<file path="src/rtl/mem_stage.sv">
// rv32 memory-access stage: issues one req/ack data-memory transaction per load/store,
// aligns/extends load data and drives the M/WB register; stalls upstream while busy.
module mem_stage #(
  parameter int XLEN = 32
) (
  input  logic            clk,
  input  logic            rst,
  input  logic            ex_valid,
  input  logic [XLEN-1:0] ex_aluresult,
  input  logic [XLEN-1:0] ex_store_data,
  input  logic [2:0]      ex_funct3,
  input  logic            ex_mem_load,
  input  logic            ex_mem_store,
  input  logic            ex_reg_wr,
  input  logic [4:0]      ex_reg_wnum,
  output logic            stall,
  output logic            dmem_req,
  output logic            dmem_we,
  output logic [XLEN-1:0] dmem_addr,
  output logic [XLEN-1:0] dmem_wdata,
  output logic [3:0]      dmem_be,
  input  logic            dmem_ack,
  input  logic [XLEN-1:0] dmem_rdata,
  output logic            misalign,
  output logic            wb_valid,
  output logic            wb_reg_wr,
  output logic            wb_mem_load,
  output logic [4:0]      wb_reg_wnum,
  output logic [XLEN-1:0] wb_aluresult,
  output logic [XLEN-1:0] wb_mem_dat_i_w,
  output logic [XLEN-1:0] wb_data_out
);

  typedef enum logic {IDLE, BUSY} state_e;

  state_e          state_q;
  logic            req_q, we_q;
  logic [XLEN-1:0] addr_q, wdata_q;
  logic [3:0]      be_q;
  logic [2:0]      f3_q;
  logic [1:0]      off_q;
  logic [4:0]      rd_q;
  logic            rw_q, ld_q;
  logic [XLEN-1:0] alu_q, sd_q;
  logic            misalign_q;
  logic            wb_valid_q, wb_reg_wr_q, wb_mem_load_q;
  logic [4:0]      wb_reg_wnum_q;
  logic [XLEN-1:0] wb_alu_q, wb_dat_q, wb_dout_q;

  logic            ex_mem, ex_aligned, accept;
  logic [3:0]      st_be;
  logic [XLEN-1:0] st_wdata, ld_data;
  logic [7:0]      ld_byte;
  logic [15:0]     ld_half;

  assign ex_mem = ex_valid & (ex_mem_load | ex_mem_store);

  always_comb begin
    ex_aligned = 1'b1;
    st_be      = 4'b1111;
    st_wdata   = ex_store_data;
    case (ex_funct3[1:0])
      2'b00: begin
        st_be    = 4'b0001 << ex_aluresult[1:0];
        st_wdata = {4{ex_store_data[7:0]}};
      end
      2'b01: begin
        ex_aligned = ~ex_aluresult[0];
        st_be      = ex_aluresult[1] ? 4'b1100 : 4'b0011;
        st_wdata   = {2{ex_store_data[15:0]}};
      end
      default: ex_aligned = (ex_aluresult[1:0] == 2'b00);
    endcase
  end

  assign accept = (state_q == IDLE) && ex_mem && ex_aligned;
  // Reset forces every output low, including this combinational one.
  assign stall  = ~rst & (accept | ((state_q == BUSY) & ~dmem_ack));

  always_comb begin
    case (off_q)
      2'd0:    ld_byte = dmem_rdata[7:0];
      2'd1:    ld_byte = dmem_rdata[15:8];
      2'd2:    ld_byte = dmem_rdata[23:16];
      default: ld_byte = dmem_rdata[31:24];
    endcase
    ld_half = off_q[1] ? dmem_rdata[31:16] : dmem_rdata[15:0];
    case (f3_q)
      3'b000:  ld_data = {{24{ld_byte[7]}}, ld_byte};
      3'b100:  ld_data = {24'd0, ld_byte};
      3'b001:  ld_data = {{16{ld_half[15]}}, ld_half};
      3'b101:  ld_data = {16'd0, ld_half};
      default: ld_data = dmem_rdata;
    endcase
  end

  always_ff @(posedge clk or posedge rst) begin
    if (rst) begin
      state_q       <= IDLE;
      req_q         <= 1'b0;
      we_q          <= 1'b0;
      addr_q        <= '0;
      wdata_q       <= '0;
      be_q          <= '0;
      f3_q          <= '0;
      off_q         <= '0;
      rd_q          <= '0;
      rw_q          <= 1'b0;
      ld_q          <= 1'b0;
      alu_q         <= '0;
      sd_q          <= '0;
      misalign_q    <= 1'b0;
      wb_valid_q    <= 1'b0;
      wb_reg_wr_q   <= 1'b0;
      wb_mem_load_q <= 1'b0;
      wb_reg_wnum_q <= '0;
      wb_alu_q      <= '0;
      wb_dat_q      <= '0;
      wb_dout_q     <= '0;
    end else begin
      // M/WB defaults to a bubble; the branches below override on capture.
      misalign_q    <= 1'b0;
      wb_valid_q    <= 1'b0;
      wb_reg_wr_q   <= 1'b0;
      wb_mem_load_q <= 1'b0;
      wb_reg_wnum_q <= '0;
      wb_alu_q      <= '0;
      wb_dat_q      <= '0;
      wb_dout_q     <= '0;
      case (state_q)
        IDLE: begin
          if (accept) begin
            state_q <= BUSY;
            req_q   <= 1'b1;
            we_q    <= ex_mem_store;
            addr_q  <= {ex_aluresult[XLEN-1:2], 2'b00};
            be_q    <= ex_mem_store ? st_be : 4'b0000;
            wdata_q <= ex_mem_store ? st_wdata : '0;
            f3_q    <= ex_funct3;
            off_q   <= ex_aluresult[1:0];
            rd_q    <= ex_reg_wnum;
            rw_q    <= ex_reg_wr;
            ld_q    <= ex_mem_load;
            alu_q   <= ex_aluresult;
            sd_q    <= ex_store_data;
          end else if (ex_valid) begin
            misalign_q    <= ex_mem;
            wb_valid_q    <= 1'b1;
            wb_reg_wr_q   <= ex_reg_wr & ~ex_mem;
            wb_reg_wnum_q <= ex_reg_wnum;
            wb_alu_q      <= ex_aluresult;
            wb_dout_q     <= ex_mem_store ? ex_store_data : '0;
          end
        end
        BUSY: begin
          if (dmem_ack) begin
            state_q       <= IDLE;
            req_q         <= 1'b0;
            we_q          <= 1'b0;
            addr_q        <= '0;
            wdata_q       <= '0;
            be_q          <= '0;
            wb_valid_q    <= 1'b1;
            wb_reg_wr_q   <= rw_q;
            wb_mem_load_q <= ld_q;
            wb_reg_wnum_q <= rd_q;
            wb_alu_q      <= alu_q;
            wb_dat_q      <= ld_q ? ld_data : '0;
            wb_dout_q     <= ld_q ? '0 : sd_q;
          end
        end
        default: state_q <= IDLE;
      endcase
    end
  end

  assign dmem_req       = req_q;
  assign dmem_we        = we_q;
  assign dmem_addr      = addr_q;
  assign dmem_wdata     = wdata_q;
  assign dmem_be        = be_q;
  assign misalign       = misalign_q;
  assign wb_valid       = wb_valid_q;
  assign wb_reg_wr      = wb_reg_wr_q;
  assign wb_mem_load    = wb_mem_load_q;
  assign wb_reg_wnum    = wb_reg_wnum_q;
  assign wb_aluresult   = wb_alu_q;
  assign wb_mem_dat_i_w = wb_dat_q;
  assign wb_data_out    = wb_dout_q;

endmodule

</file>
<file path="config.mk">
export PLATFORM = sky130hd
export DESIGN_NAME = mem_stage
export DESIGN_NICKNAME = d
export VERILOG_FILES = /design/src/rtl/mem_stage.sv
export SDC_FILE = /design/constraint.sdc
export NUM_CORES = 1
export LEC_CHECK = 0
export ABC_AREA = 1
export ABC_CLOCK_PERIOD_IN_PS = 13400
export CAP_MARGIN = 20
export CELL_PAD_IN_SITES_DETAIL_PLACEMENT = 1
export CELL_PAD_IN_SITES_GLOBAL_PLACEMENT = 1
export CORE_AREA = 2 2 170 172
export CTS_CLUSTER_DIAMETER = 120
export CTS_CLUSTER_SIZE = 8
export DETAILED_ROUTE_END_ITERATION = 10
export DIE_AREA = 0 0 172 174
export PLACE_DENSITY = 0.95
export SETUP_SLACK_MARGIN = 0.2
export SYNTH_ARGS = -nofsm -noshare
export SYNTH_HDL_FRONTEND = slang
export SYNTH_SLANG_ARGS = --single-unit
export TNS_END_PERCENT = 20
</file>
<file path="constraint.sdc">
create_clock -name clk -period 13.4 [get_ports clk]
set_input_delay 2.68 -clock clk [delete_from_list [all_inputs] [get_ports clk]]
set_output_delay 2.68 -clock clk [all_outputs]
set_load 0.01 [all_outputs]
</file>
Yosys cells after proc, flatten, opt, wreduce, memory -nomap -nowiden:

Index checks and enable logic that the tools add are counted.

* reductions and logical operators: 8
* magnitude comparators: 0
* shift-type cells: 1
* equality and inequality tests: 8
* multiplexer cells: 55
* $add $sub $neg: 0
* bitwise operators: 11
* multipliers: 0
* div/mod/pow operators: 0

Operator list (count)
* $mux 32: 15
* $pmux 32 s2: 5
* $pmux 32 s4: 1
* $pmux 8 s3: 1
* $mux 1: 16
* $mux 16: 1
* $mux 4: 4
* $pmux 4 s2: 2
* $mux 5: 3
* $pmux 1 s2: 6
* $pmux 5 s2: 1
* $eq 3x3->1 const B: 2
* $logic_not 2->1: 3
* $not 1->1: 5
* $and 1x1->1: 4
* $eq 2x1->1 const B: 2
* $ne 2x2->1 const B: 2
* $reduce_and 2->1: 2
* $shl 1x2->4 const A: 1
* $eq 3x1->1 const B: 1
* $logic_not 3->1: 1
* $eq 2x2->1 const B: 1
* $logic_and 1x1->1: 2
* $or 1x1->1: 2

* flip-flop bits (word level): 252
* memory bits (writable): 0
* memories kept: 0
* bits of input ports: 111
* memory bits (read-only): 0
* latch bits: 0
* output and inout bits: 176
* word-level logic and storage cells: 104

Logic depth before layout (Yosys ltp):

Gate-level depths: netlist of the first run.

* depth in word-level cells: 7
* depth in mapped cells: 9
* mapped depth without buffers: 7

Worst setup path before layout of the first run:

Ideal clock, no wire load.

* path kind: input -> output
* start point: input ex_valid
* end point: output stall
* required time: 10720 ps
* arrival time: 3705 ps
* buffers on the path: 3
* slack: 7015 ps
* cell stages on the path: 7
* cell sequence: buf_4 inv_2 nor2_4 nand3_2 buf_4 buf_2 a21oi_1

* longest elaborated chain between the ends: 5

Ends and longest elaborated chain
* start: declaration: RTL line 8 `input logic ex_valid,`
* $and 1x1->1: RTL line 56 `assign ex_mem = ex_valid & (ex_mem_load | ex_mem_store);`
* $logic_and 1x1->1 (2 in series): RTL line 76 `assign accept = (state_q == IDLE) && ex_mem && ex_aligned;`
* $or 1x1->1: RTL line 78 `assign stall = ~rst & (accept | ((state_q == BUSY) & ~dmem_ack));`
* $and 1x1->1: RTL line 78
* end: declaration: RTL line 16 `output logic stall,`

No other way between the ends.

Worst setup path after layout of the first run:

* start point: input ex_funct3[1]
* end point: output stall

* longest elaborated chain between the ends: 5
* elaborated cells on any way between the ends: 6
* those cells by class: eq/ne: 1; mux: 1; bitwise: 2; reduce/logical: 2

Ends and longest elaborated chain
* start: declaration: RTL line 11 `input logic [2:0] ex_funct3,`
* $eq 2x1->1 / $logic_not 2->1 (equally long branches): RTL line 62 `case (ex_funct3[1:0])`
* $pmux 1 s2 (*): RTL line 62
* $logic_and 1x1->1 (*): RTL line 76
* $or 1x1->1 (*): RTL line 78
* $and 1x1->1 (*): RTL line 78

Mark *: on every way between the ends. The rest lies on a longest branch, timed or not.

==> metrics.csv, run 1 <==
stage,metric,value,unit
logic_synthesis,cells after synthesis,1261,
final_layout,synth-to-layout area growth,37.2,%
route,number of design-rule violations left by the first detailed-router iteration,742,
final_layout,Total Nets Final,1622,
logic_synthesis,number of warnings reported in the yosys synthesis log,0,
pwr,PD cells,153,nW/um^2
logic_synthesis,count of cell types in the netlist,28,
timing,fmax,116,MHz
timing,Total Neg Setup Slack,0,ns
final_layout,filler-free cell count of the finished design,1896,
final_layout,"top library cells by usage in the layout, fill and taps aside","sky130_fd_sc_hd__clkdlybuf4s50_1, sky130_fd_sc_hd__nand2_1, sky130_fd_sc_hd__dfrtp_1, sky130_fd_sc_hd__nand3_1, sky130_fd_sc_hd__o21ai_0",
placed_design,final RePlAce weighted congestion,0.881,
grt,via count of the first global-routing pass,10808,
setup_path,Setup CP Type,in2out,
route,vias per cell,5.29,
setup_path,maximum net fanout on the critical path,51,
placed_design,number of instances in the placed design,1851,
logic_synthesis,portion of the post-synthesis area used by sequential elements,0.576,
logic_synthesis,post-synthesis instance area,10800,sq um
clocking,TritonCTS clock tree,done,
die,number of ports placed on the die boundary,287,
timing,relative max-transition margin,0.264,
setup_path,Critical R2R Launch,state_q,
die,floorplan row count,62,
setup_path,element type at the critical path start,input port,
min_path,worst min-delay path class,reg2reg,
placed_design,number of buffers added on ports,284,
setup_path,count of cells along the worst register-to-register path,7,
logic_synthesis,post-synthesis register bit count,248,
route,routed vias,10034,
die,Chip Width,172,um
timing,max-slew violation count,0,
grt,most congested layer reported by global routing,met2,
setup_path,capture point of the critical path,stall,
clocking,number of instances resized during post-cts repair,0,
grt,initial antenna violation count,5,
clocking,buffer count from post-CTS setup fixing,0,
die,area of the core,28200,sq um
clocking,number of sinks handled by clock tree synthesis,248,
die,Die Outline Area,29900,sq um
final_layout,"commonest non-fill, non-tap cell in the layout",sky130_fd_sc_hd__clkdlybuf4s50_1,
run_status,outcome,finished clean,
route,detailed-route DRC error count,0,
timing,number of hold violations in the final report,0,
route,post-DR wirelength/cell,21.0,um
timing,share of the cycle needed by the critical path after routing,0.644,
timing,shortest period the worst path allows,8.63,ns
final_layout,layout cells sized above 1,0.0629,
route,WL final,39800,um
setup_path,CP Data Arrival Time,5.95,ns
route,number of detailed-route iterations in the first pass,5,
grt,met2 demand-to-capacity share in global routing,0.437,
timing,RSZ-0062 raised after global routing,false,
pwr,worst ir drop on vdd,0.0697,mV
timing,Worst Tran Pin Value,1.10,ns
die,starting density of the core,0.382,
setup_path,Crit path required time,10.72,ns
setup_path,FF-to-FF setup slack,10.52,ns
logic_synthesis,Mapped Avg Cell Area,8.55,sq um
timing,number of endpoints failing setup at the final stage,0,
clocking,"CTS clk-pin slew, worst paths",0.05,ns
clocking,insertion delay to the later sink of the worst-skew pair,0.50,ns
clocking,buffer cell driving the clock tree root,sky130_fd_sc_hd__clkbuf_16,
clocking,number of buffers on the longest clock path,3,
grt,GR Layer Usage met1,0.313,
clocking,hold_buf cts,0,
die,vertical die dimension,174,um
flow_run,Max Cap Viol,0,
grt,met3 Resource Use GR,0.0603,
timing,worst clock skew,0.0147,ns
clocking,H-tree depth,2,
pwr,Leak,0.00720,uW
setup_path,reg-to-reg endpoint,wb_data_out[9],
grt,total global routing overflow,0,
route,number of routed nets with antenna violations,0,
grt,wire length of the first global-routing pass,60900,um
grt,GRT Total Usage,0.264,
setup_path,kind of end point of the critical path,output port,
clocking,clock buffers created by TritonCTS,36,
grt,pin count of the biggest net entering global routing,115,
setup_path,worst setup path startpoint,ex_funct3[1],
placed_design,hpwl dp,26400,um
==> critical path: stages <==
cell                              delay, ns
sky130_fd_sc_hd__clkdlybuf4s50_1       0.75
sky130_fd_sc_hd__nor2_1                0.72
sky130_fd_sc_hd__inv_2                 0.18
sky130_fd_sc_hd__nand2_2               0.18
sky130_fd_sc_hd__nand3_4               0.47
sky130_fd_sc_hd__a21oi_1               0.34
sky130_fd_sc_hd__clkdlybuf4s50_1       0.59
==> logic make-up (layout without fill, tap and decap cells) <==
group | after synthesis | after routing | share of synthesized area
AND/OR/NAND/NOR | 585 | 585 | 0.236
flip-flops | 248 | 248 | 0.576
other | 1 | 4 | 0.000348
AO/OA/AOI/OAI | 209 | 209 | 0.101
buffers and inverters | 218 | 466 | 0.0869
==> state kept, by name, indices dropped and copies added (netlist names) <==
signal          cells
ld_q                1
off_q               1
misalign            1
f3_q                3
wb_valid            1
dmem_addr          30
dmem_we             1
dmem_wdata         32
dmem_be             4
rd_q                5
sd_q               32
wb_data_out        32
alu_q              31
rw_q                1
wb_mem_dat_i_w     32
state_q             1
wb_reg_wnum         5
wb_reg_wr           1
dmem_req            1
wb_aluresult       32
wb_mem_load         1
==> cell usage after synthesis <==
cell | instances | area (sq um)
sky130_fd_sc_hd__o21ai_1 | 15 | 75.1
sky130_fd_sc_hd__buf_6 | 8 | 90.1
sky130_fd_sc_hd__nor3_1 | 7 | 35.0
sky130_fd_sc_hd__nand2_1 | 248 | 931
sky130_fd_sc_hd__buf_2 | 28 | 140
sky130_fd_sc_hd__clkbuf_1 | 32 | 120
sky130_fd_sc_hd__o211ai_1 | 1 | 7.51
sky130_fd_sc_hd__o22ai_1 | 6 | 37.5
sky130_fd_sc_hd__inv_1 | 124 | 465
sky130_fd_sc_hd__nor2_2 | 2 | 12.5
sky130_fd_sc_hd__nor2_1 | 102 | 383
sky130_fd_sc_hd__o21ai_0 | 144 | 721
sky130_fd_sc_hd__dfrtp_1 | 248 | 6210
sky130_fd_sc_hd__nor2_4 | 2 | 22.5
sky130_fd_sc_hd__o21ai_2 | 8 | 70.1
sky130_fd_sc_hd__conb_1 | 1 | 3.75
sky130_fd_sc_hd__buf_1 | 13 | 48.8
sky130_fd_sc_hd__nand2_2 | 16 | 100
sky130_fd_sc_hd__o21a_1 | 2 | 15.0
sky130_fd_sc_hd__inv_2 | 4 | 15.0
sky130_fd_sc_hd__nand3_2 | 1 | 10.0
sky130_fd_sc_hd__buf_4 | 6 | 45.0
sky130_fd_sc_hd__clkinv_1 | 2 | 7.51
sky130_fd_sc_hd__a21oi_1 | 33 | 165
sky130_fd_sc_hd__clkbuf_2 | 1 | 5.00
sky130_fd_sc_hd__nand3b_1 | 2 | 15.0
sky130_fd_sc_hd__nand3_1 | 197 | 986
sky130_fd_sc_hd__or2_2 | 8 | 50.1
==> area by class of cell <==
type / count / area, sq um
clock buffers: 37 / 926
repair buffers: 299 / 3020
diodes: 2 / 5.00
fillers: 3278 / 13400
inverters: 130 / 495
multi-input cells: 796 / 3660
flip-flops and latches: 248 / 6210
well taps: 384 / 480
==> per-layer routing <==
| layer | share of wire | routed length, um | up-vias |
|---|---|---|---|
| met2 | 0.48 | 19000 | 459 |
| met1 | 0.38 | 15200 | 4903 |
| met3 | 0.077 | 3070 | 149 |
| met5 | 0.00091 | 36 | - |
| li1 | - | - | 4517 |
| met4 | 0.063 | 2510 | 6 |
==> power by group <==
group / internal [uW] / leakage [uW] / switching, uW
clock: 481 / 0.000456 / 306
sequential: 871 / 0.00324 / 68.4
combinational: 229 / 0.00350 / 308
total: 1580 / 0.00720 / 682
==> how the worst min path moves through the flow <==
stage,from,to,slack [ns],cells after the start
2_1_floorplan,rd_q[4],rd_q[4],0.45,2
3_3_place_gp,rd_q[4],wb_reg_wnum[4],0.46,2
3_5_place_dp,sd_q[7],sd_q[7],0.47,2
4_1_cts,sd_q[7],sd_q[7],0.49,2
5_1_grt,sd_q[7],sd_q[7],0.51,2
6_report,rw_q,rw_q,0.49,2
==> stage by stage <==
step / util / power [uW] / hold WS [ns] / worst slack [ns] / area (sq um)
floorplan: - / 1200 / 0.449 / 3.91 / 10800
global route: 0.524 / 2370 / 0.507 / 4.50 / 14800
global placement: 0.487 / 1430 / 0.462 / 5.05 / 13700
finish: 0.524 / 2260 / 0.486 / 4.77 / 14800
CTS: 0.519 / 2270 / 0.487 / 4.78 / 14700
detailed placement: 0.487 / 1460 / 0.475 / 4.84 / 13700
Power figures use the tool's default switching activity.
==> run 2, diff against run 1 <==
ABC_CLOCK_PERIOD_IN_PS = 8900   (was 13400)
CORE_AREA = 2 2 177 179   (was 2 2 170 172)
DIE_AREA = 0 0 179 181   (was 0 0 172 174)
PLACE_DENSITY = 0.91   (was 0.95)
clock period = 8.9 ns   (was 13.4 ns; I/O delays follow)
==> run 2 against run 1 <==
Effect of this change: combinational power rose by 49%; clock skew rose by 0.013 ns; global-route usage fell by 2.4 points; clock power rose by 52%; first-iteration DRC count fell by 19%; via count fell by 1.4%; total power rose by 51%; count of clock-buffer cells in the layout did not move; sequential cell count did not move.
==> metrics.csv, run 2 (synthesis gave the netlist of run 1 again) <==
stage,metric,value,unit
run_status,outcome,finished clean,
die,vertical die dimension,181,um
setup_path,largest delay contributor family on the critical path,buffers and inverters,
setup_path,Setup CP Type,in2out,
route,detailed-route DRC error count,0,
clocking,number of sinks handled by clock tree synthesis,248,
setup_path,element type at the critical path start,input port,
timing,relative max-transition margin,0.278,
timing,shortest period the worst path allows,6.25,ns
grt,via count of the first global-routing pass,10762,
route,post-DR wirelength/cell,20.3,um
die,area of the core,30300,sq um
timing,number of endpoints failing setup at the final stage,0,
clocking,TritonCTS clock tree,done,
placed_design,hpwl dp,26200,um
setup_path,critical path's largest stage delay,0.74,ns
setup_path,number of buffers and inverters on the critical path,3,
clocking,insertion delay to the later sink of the worst-skew pair,0.51,ns
clocking,"CTS clk-pin slew, worst paths",0.05,ns
final_layout,"commonest non-fill, non-tap cell in the layout",sky130_fd_sc_hd__clkdlybuf4s50_1,
pwr,PD cells,231,nW/um^2
timing,Worst Tran Pin Value,1.08,ns
route,number of detailed-route iterations in the first pass,6,
clocking,H-tree depth,2,
clocking,hold_buf cts,0,
die,floorplan row count,64,
timing,fmax,160,MHz
min_path,worst min-delay path class,reg2reg,
clocking,buffer cell driving the clock tree root,sky130_fd_sc_hd__clkbuf_16,
route,number of design-rule violations left by the first detailed-router iteration,603,
pwr,Leak,0.00719,uW
final_layout,layout cells sized above 1,0.0623,
timing,share of the cycle needed by the critical path after routing,0.702,
final_layout,Filler cells,3520,
clocking,number of instances resized during post-cts repair,0,
setup_path,CP Data Arrival Time,4.47,ns
timing,max-slew violation count,0,
timing,number of hold violations in the final report,0,
final_layout,"top library cells by usage in the layout, fill and taps aside","sky130_fd_sc_hd__clkdlybuf4s50_1, sky130_fd_sc_hd__nand2_1, sky130_fd_sc_hd__dfrtp_1, sky130_fd_sc_hd__nand3_1, sky130_fd_sc_hd__o21ai_0",
setup_path,maximum net fanout on the critical path,21,
route,number of routed nets with antenna violations,0,
grt,GRT Total Usage,0.239,
placed_design,number of buffers added on ports,284,
timing,RSZ-0062 raised after global routing,false,
timing,worst clock skew,0.0275,ns
route,vias per cell,5.19,
die,starting density of the core,0.355,
setup_path,kind of end point of the critical path,output port,
route,WL final,38700,um
clocking,number of buffers on the longest clock path,3,
final_layout,filler-free cell count of the finished design,1908,
die,number of ports placed on the die boundary,287,
clocking,clock buffers created by TritonCTS,36,
die,Chip Width,179,um
grt,total global routing overflow,0,
setup_path,slowest cell on the critical path,sky130_fd_sc_hd__clkdlybuf4s50_1,
route,routed vias,9898,
placed_design,final RePlAce weighted congestion,0.878,
grt,initial antenna violation count,2,
placed_design,number of instances in the placed design,1862,
die,Die Outline Area,32400,sq um
final_layout,synth-to-layout area growth,37.2,%
grt,pin count of the biggest net entering global routing,223,
pwr,worst ir drop on vdd,0.104,mV
final_layout,Total Nets Final,1619,
setup_path,Crit path required time,7.12,ns
grt,wire length of the first global-routing pass,60400,um
setup_path,Most common cell on crit path,sky130_fd_sc_hd__clkdlybuf4s50_1,
timing,Total Neg Setup Slack,0,ns
clocking,buffer count from post-CTS setup fixing,0,
setup_path,critical path cell sequence,clkdlybuf4s50_1 > nor2_1 > inv_2 > nand2_2 > nand3_4 > a21oi_1 > clkdlybuf4s50_1,
flow_run,Max Cap Viol,0,
[run 2: cell types whose count changed in the layout (fill, tap and decap cells not counted)]
cell	change
sky130_fd_sc_hd__buf_12	-1
sky130_fd_sc_hd__buf_4	-4
sky130_fd_sc_hd__buf_6	+2
sky130_fd_sc_hd__diode_2	+1
sky130_fd_sc_hd__inv_6	+2
[run 2: stage by stage]
stage	instance area [sq um]	hold WS, ns	worst slack (ns)	util	total power [uW]
floorplan	10800	0.449	0.305	-	1800
global placement	13800	0.464	2.82	0.453	2160
detailed placement	13800	0.469	2.66	0.454	2210
CTS	14700	0.483	2.66	0.485	3440
global route	14800	0.512	2.43	0.488	3590
finish	14800	0.480	2.65	0.488	3420
[run 2: routing by layer]
metal,GRT usage,up-vias,part of all wire
li1,-,4514,-
met4,0.117,0,0.049
met5,0,-,0
met2,0.393,355,0.48
met3,0.0560,101,0.066
met1,0.293,4928,0.41
[run 2: final cells by class]
| class | count | area [sq um] | share of cell area |
|---|---|---|---|
| multi-input combinational | 796 | 3660 | 0.247 |
| antenna | 3 | 7.51 | 0.000507 |
| clock buffer | 37 | 926 | 0.0626 |
| tap | 396 | 495 | 0.0335 |
| sequential | 248 | 6210 | 0.419 |
| inverter | 130 | 495 | 0.0335 |
| timing repair buffer | 296 | 3000 | 0.202 |
| clock inverter | 2 | 17.5 | 0.00118 |
[run 2: worst min-delay path: stages (launching register included)]
cell and delay [ns]:
sky130_fd_sc_hd__dfrtp_1 0.34, sky130_fd_sc_hd__nand2_1 0.05, sky130_fd_sc_hd__nand2_1 0.06
[run 2: report_power, final]
part           switching [uW]  leakage, uW  internal [uW]
logic                     458      0.00349            344
registers                 102      0.00324           1310
clock network             475     0.000465            729
total                    1030      0.00719           2380
[run 2: final timing paths]
check,from,end,slack (ns),cells after the start
worst max-delay path,ex_funct3[1],stall,2.65,7
worst min-delay path,rd_q[4],wb_reg_wnum[4],0.48,2
worst max register to register,state_q,wb_data_out[2],5.76,7
worst min register to register,rd_q[4],wb_reg_wnum[4],0.48,2
max in group asynchronous,rst,wb_data_out[17],5.49,3
min in group asynchronous,rst,alu_q[24],1.87,2
==> run 3, diff against run 2 <==
ABC_CLOCK_PERIOD_IN_PS = 5710   (was 8900)
CORE_AREA = 2 2 187 189   (was 2 2 177 179)
DIE_AREA = 0 0 189 191   (was 0 0 179 181)
PLACE_DENSITY = 0.87   (was 0.91)
clock period = 5.71 ns   (was 8.9 ns; I/O delays follow)
==> run 3 against run 2 <==
Effect of this change: total power up 57%; setup slack worse by 1.7 ns; cell count up 3.4%; cell area up 1.4%; utilization down 4.8 points; wire length up 1.1%; register-to-register slack worse by 2.7 ns; critical path type unchanged.
==> metrics.csv, run 3 (synthesis gave the netlist of run 1 again) <==
stage,metric,value,unit
clocking,buffer cell driving the clock tree root,sky130_fd_sc_hd__clkbuf_16,
pwr,part of the power in the clock network,0.354,
final_layout,"commonest non-fill, non-tap cell in the layout",sky130_fd_sc_hd__clkdlybuf4s50_1,
route,WL final,39100,um
timing,fmax,211,MHz
final_layout,"top library cells by usage in the layout, fill and taps aside","sky130_fd_sc_hd__clkdlybuf4s50_1, sky130_fd_sc_hd__nand2_1, sky130_fd_sc_hd__dfrtp_1, sky130_fd_sc_hd__nand3_1, sky130_fd_sc_hd__o21ai_0",
timing,Hold WS,0.486,ns
setup_path,Crit path required time,4.57,ns
clocking,number of sinks handled by clock tree synthesis,248,
clocking,hold_buf cts,0,
flow_run,Max Cap Viol,0,
timing,minimum setup slack in the final design,0.975,ns
setup_path,critical path's largest stage delay,0.58,ns
placed_design,final RePlAce weighted congestion,0.877,
grt,initial antenna violation count,3,
timing,worst clock skew,0.0177,ns
pwr,internal power,3750,uW
route,detailed-route DRC error count,0,
timing,Total Neg Setup Slack,0,ns
setup_path,maximum net fanout on the critical path,21,
die,starting density of the core,0.316,
setup_path,number of buffers and inverters on the critical path,4,
pwr,PD cells,358,nW/um^2
grt,pin count of the biggest net entering global routing,223,
setup_path,Setup CP Type,in2out,
grt,via count of the first global-routing pass,10665,
pwr,worst ir drop on vdd,0.184,mV
pwr,switching pwr,1620,uW
route,post-DR wirelength/cell,19.8,um
route,vias per cell,5.04,
clocking,H-tree depth,2,
die,number of ports placed on the die boundary,287,
grt,total global routing overflow,0,
pwr,Leak,0.00724,uW
clocking,buffer count from post-CTS setup fixing,0,
die,vertical die dimension,191,um
clocking,TritonCTS clock tree,done,
die,area of the core,34100,sq um
pwr,net switching share of the total power,0.301,
setup_path,slowest cell on the critical path,sky130_fd_sc_hd__clkdlybuf4s50_1,
grt,wire length of the first global-routing pass,60700,um
min_path,worst min-delay path class,reg2reg,
final_layout,final core utilization,0.440,
pwr,Sequential Power Share,0.410,
clocking,number of buffers on the longest clock path,3,
placed_design,hpwl dp,26500,um
final_layout,layout cells sized above 1,0.0648,
timing,shortest period the worst path allows,4.73,ns
route,routed vias,9932,
timing,number of hold violations in the final report,0,
setup_path,CP Data Arrival Time,3.59,ns
grt,GRT Total Usage,0.214,
die,Die Outline Area,36100,sq um
setup_path,Most common cell on crit path,sky130_fd_sc_hd__clkdlybuf4s50_1,
clocking,number of instances resized during post-cts repair,0,
clocking,"CTS clk-pin slew, worst paths",0.05,ns
route,number of detailed-route iterations in the first pass,5,
route,number of design-rule violations left by the first detailed-router iteration,566,
final_layout,synth-to-layout area growth,39.1,%
setup_path,kind of end point of the critical path,output port,
timing,RSZ-0062 raised after global routing,false,
final_layout,Total Nets Final,1623,
timing,relative max-transition margin,0.329,
min_path,hold-critical path depth,2,
route,number of routed nets with antenna violations,0,
placed_design,number of buffers added on ports,284,
setup_path,largest delay contributor family on the critical path,buffers and inverters,
die,Chip Width,189,um
setup_path,element type at the critical path start,input port,
setup_path,critical path cell sequence,clkdlybuf4s50_1 > buf_4 > nor2_1 > inv_2 > nand2_2 > nand3_4 > a21oi_1 > clkdlybuf4s50_1,
run_status,outcome,finished clean,
timing,number of endpoints failing setup at the final stage,0,
placed_design,dpl ws,0.925,ns
die,floorplan row count,68,
setup_path,cell depth of the worst setup path,8,
setup_path,count of cells along the worst register-to-register path,7,
timing,max-slew violation count,0,
timing,Worst Tran Pin Value,1.00,ns
pwr,combinational share of power,0.236,
timing,share of the cycle needed by the critical path after routing,0.829,
clocking,clock buffers created by TritonCTS,36,
clocking,insertion delay to the later sink of the worst-skew pair,0.51,ns
==> run 3: cell count changes in the layout (fill, tap and decap cells not counted), sizes merged <==
cell and change:
clkinvlp +1, clkinv +1, inv -3, buf +4, clkbuf +1, diode +1
==> run 3: power groups by stage <==
stage | registers [uW] | logic [uW] | clock network [uW]
2_1_floorplan | 2250 | 558 | 0
3_3_place_gp | 2210 | 1180 | 0
3_5_place_dp | 2230 | 1240 | 0
4_1_cts | 2200 | 1260 | 1950
5_1_grt | 2230 | 1390 | 2030
6_report | 2200 | 1270 | 1900
==> run 3: metrics by stage <==
| step | cells | cell area (sq um) | total power [uW] |
|---|---|---|---|
| final | 1972 | 15000 | 5370 |
| after global routing | 1971 | 15000 | 5650 |
| after CTS | 1964 | 14900 | 5410 |
| after detailed placement | 1925 | 13900 | 3470 |
| after global placement | 1923 | 13900 | 3390 |
| after floorplan | 1262 | 10800 | 2810 |
==> run 3: worst paths after layout <==
| path | startpoint | to | slack [ns] |
|---|---|---|---|
| worst max register to register | state_q | dmem_wdata[10] | 3.03 |
| worst min-delay path | sd_q[27] | sd_q[27] | 0.49 |
| min in group asynchronous | rst | wb_reg_wr | 0.96 |
| worst min register to register | sd_q[27] | sd_q[27] | 0.49 |
| max in group asynchronous | rst | dmem_be[0] | 3.78 |
| worst max-delay path | ex_funct3[1] | stall | 0.98 |
==> run 3: layout make-up <==
| cell class | instances | area [sq um] |
|---|---|---|
| Clock buffer | 38 | 951 |
| Sequential cell | 248 | 6210 |
| Timing Repair Buffer | 300 | 3100 |
| Fill cell | 3902 | 19100 |
| Clock inverter | 1 | 16.3 |
| Tap cell | 455 | 569 |
| Multi-Input combinational cell | 796 | 3660 |
| Antenna cell | 4 | 10.0 |
| Inverter | 130 | 492 |
==> run 3: routing by layer <==
layer	share of wire	up-vias	track usage
met5	0	-	0
li1	-	4521	-
met4	0.037	0	0.0925
met1	0.40	4947	0.264
met2	0.49	363	0.356
met3	0.070	101	0.0531
==> run 3: worst register-to-register path: cells and delay by family (launching register included) <==
family / cells / cell delay, ns
simple gates: 4 / 0.87
flops: 1 / 0.32
buf+inv: 3 / 1.38
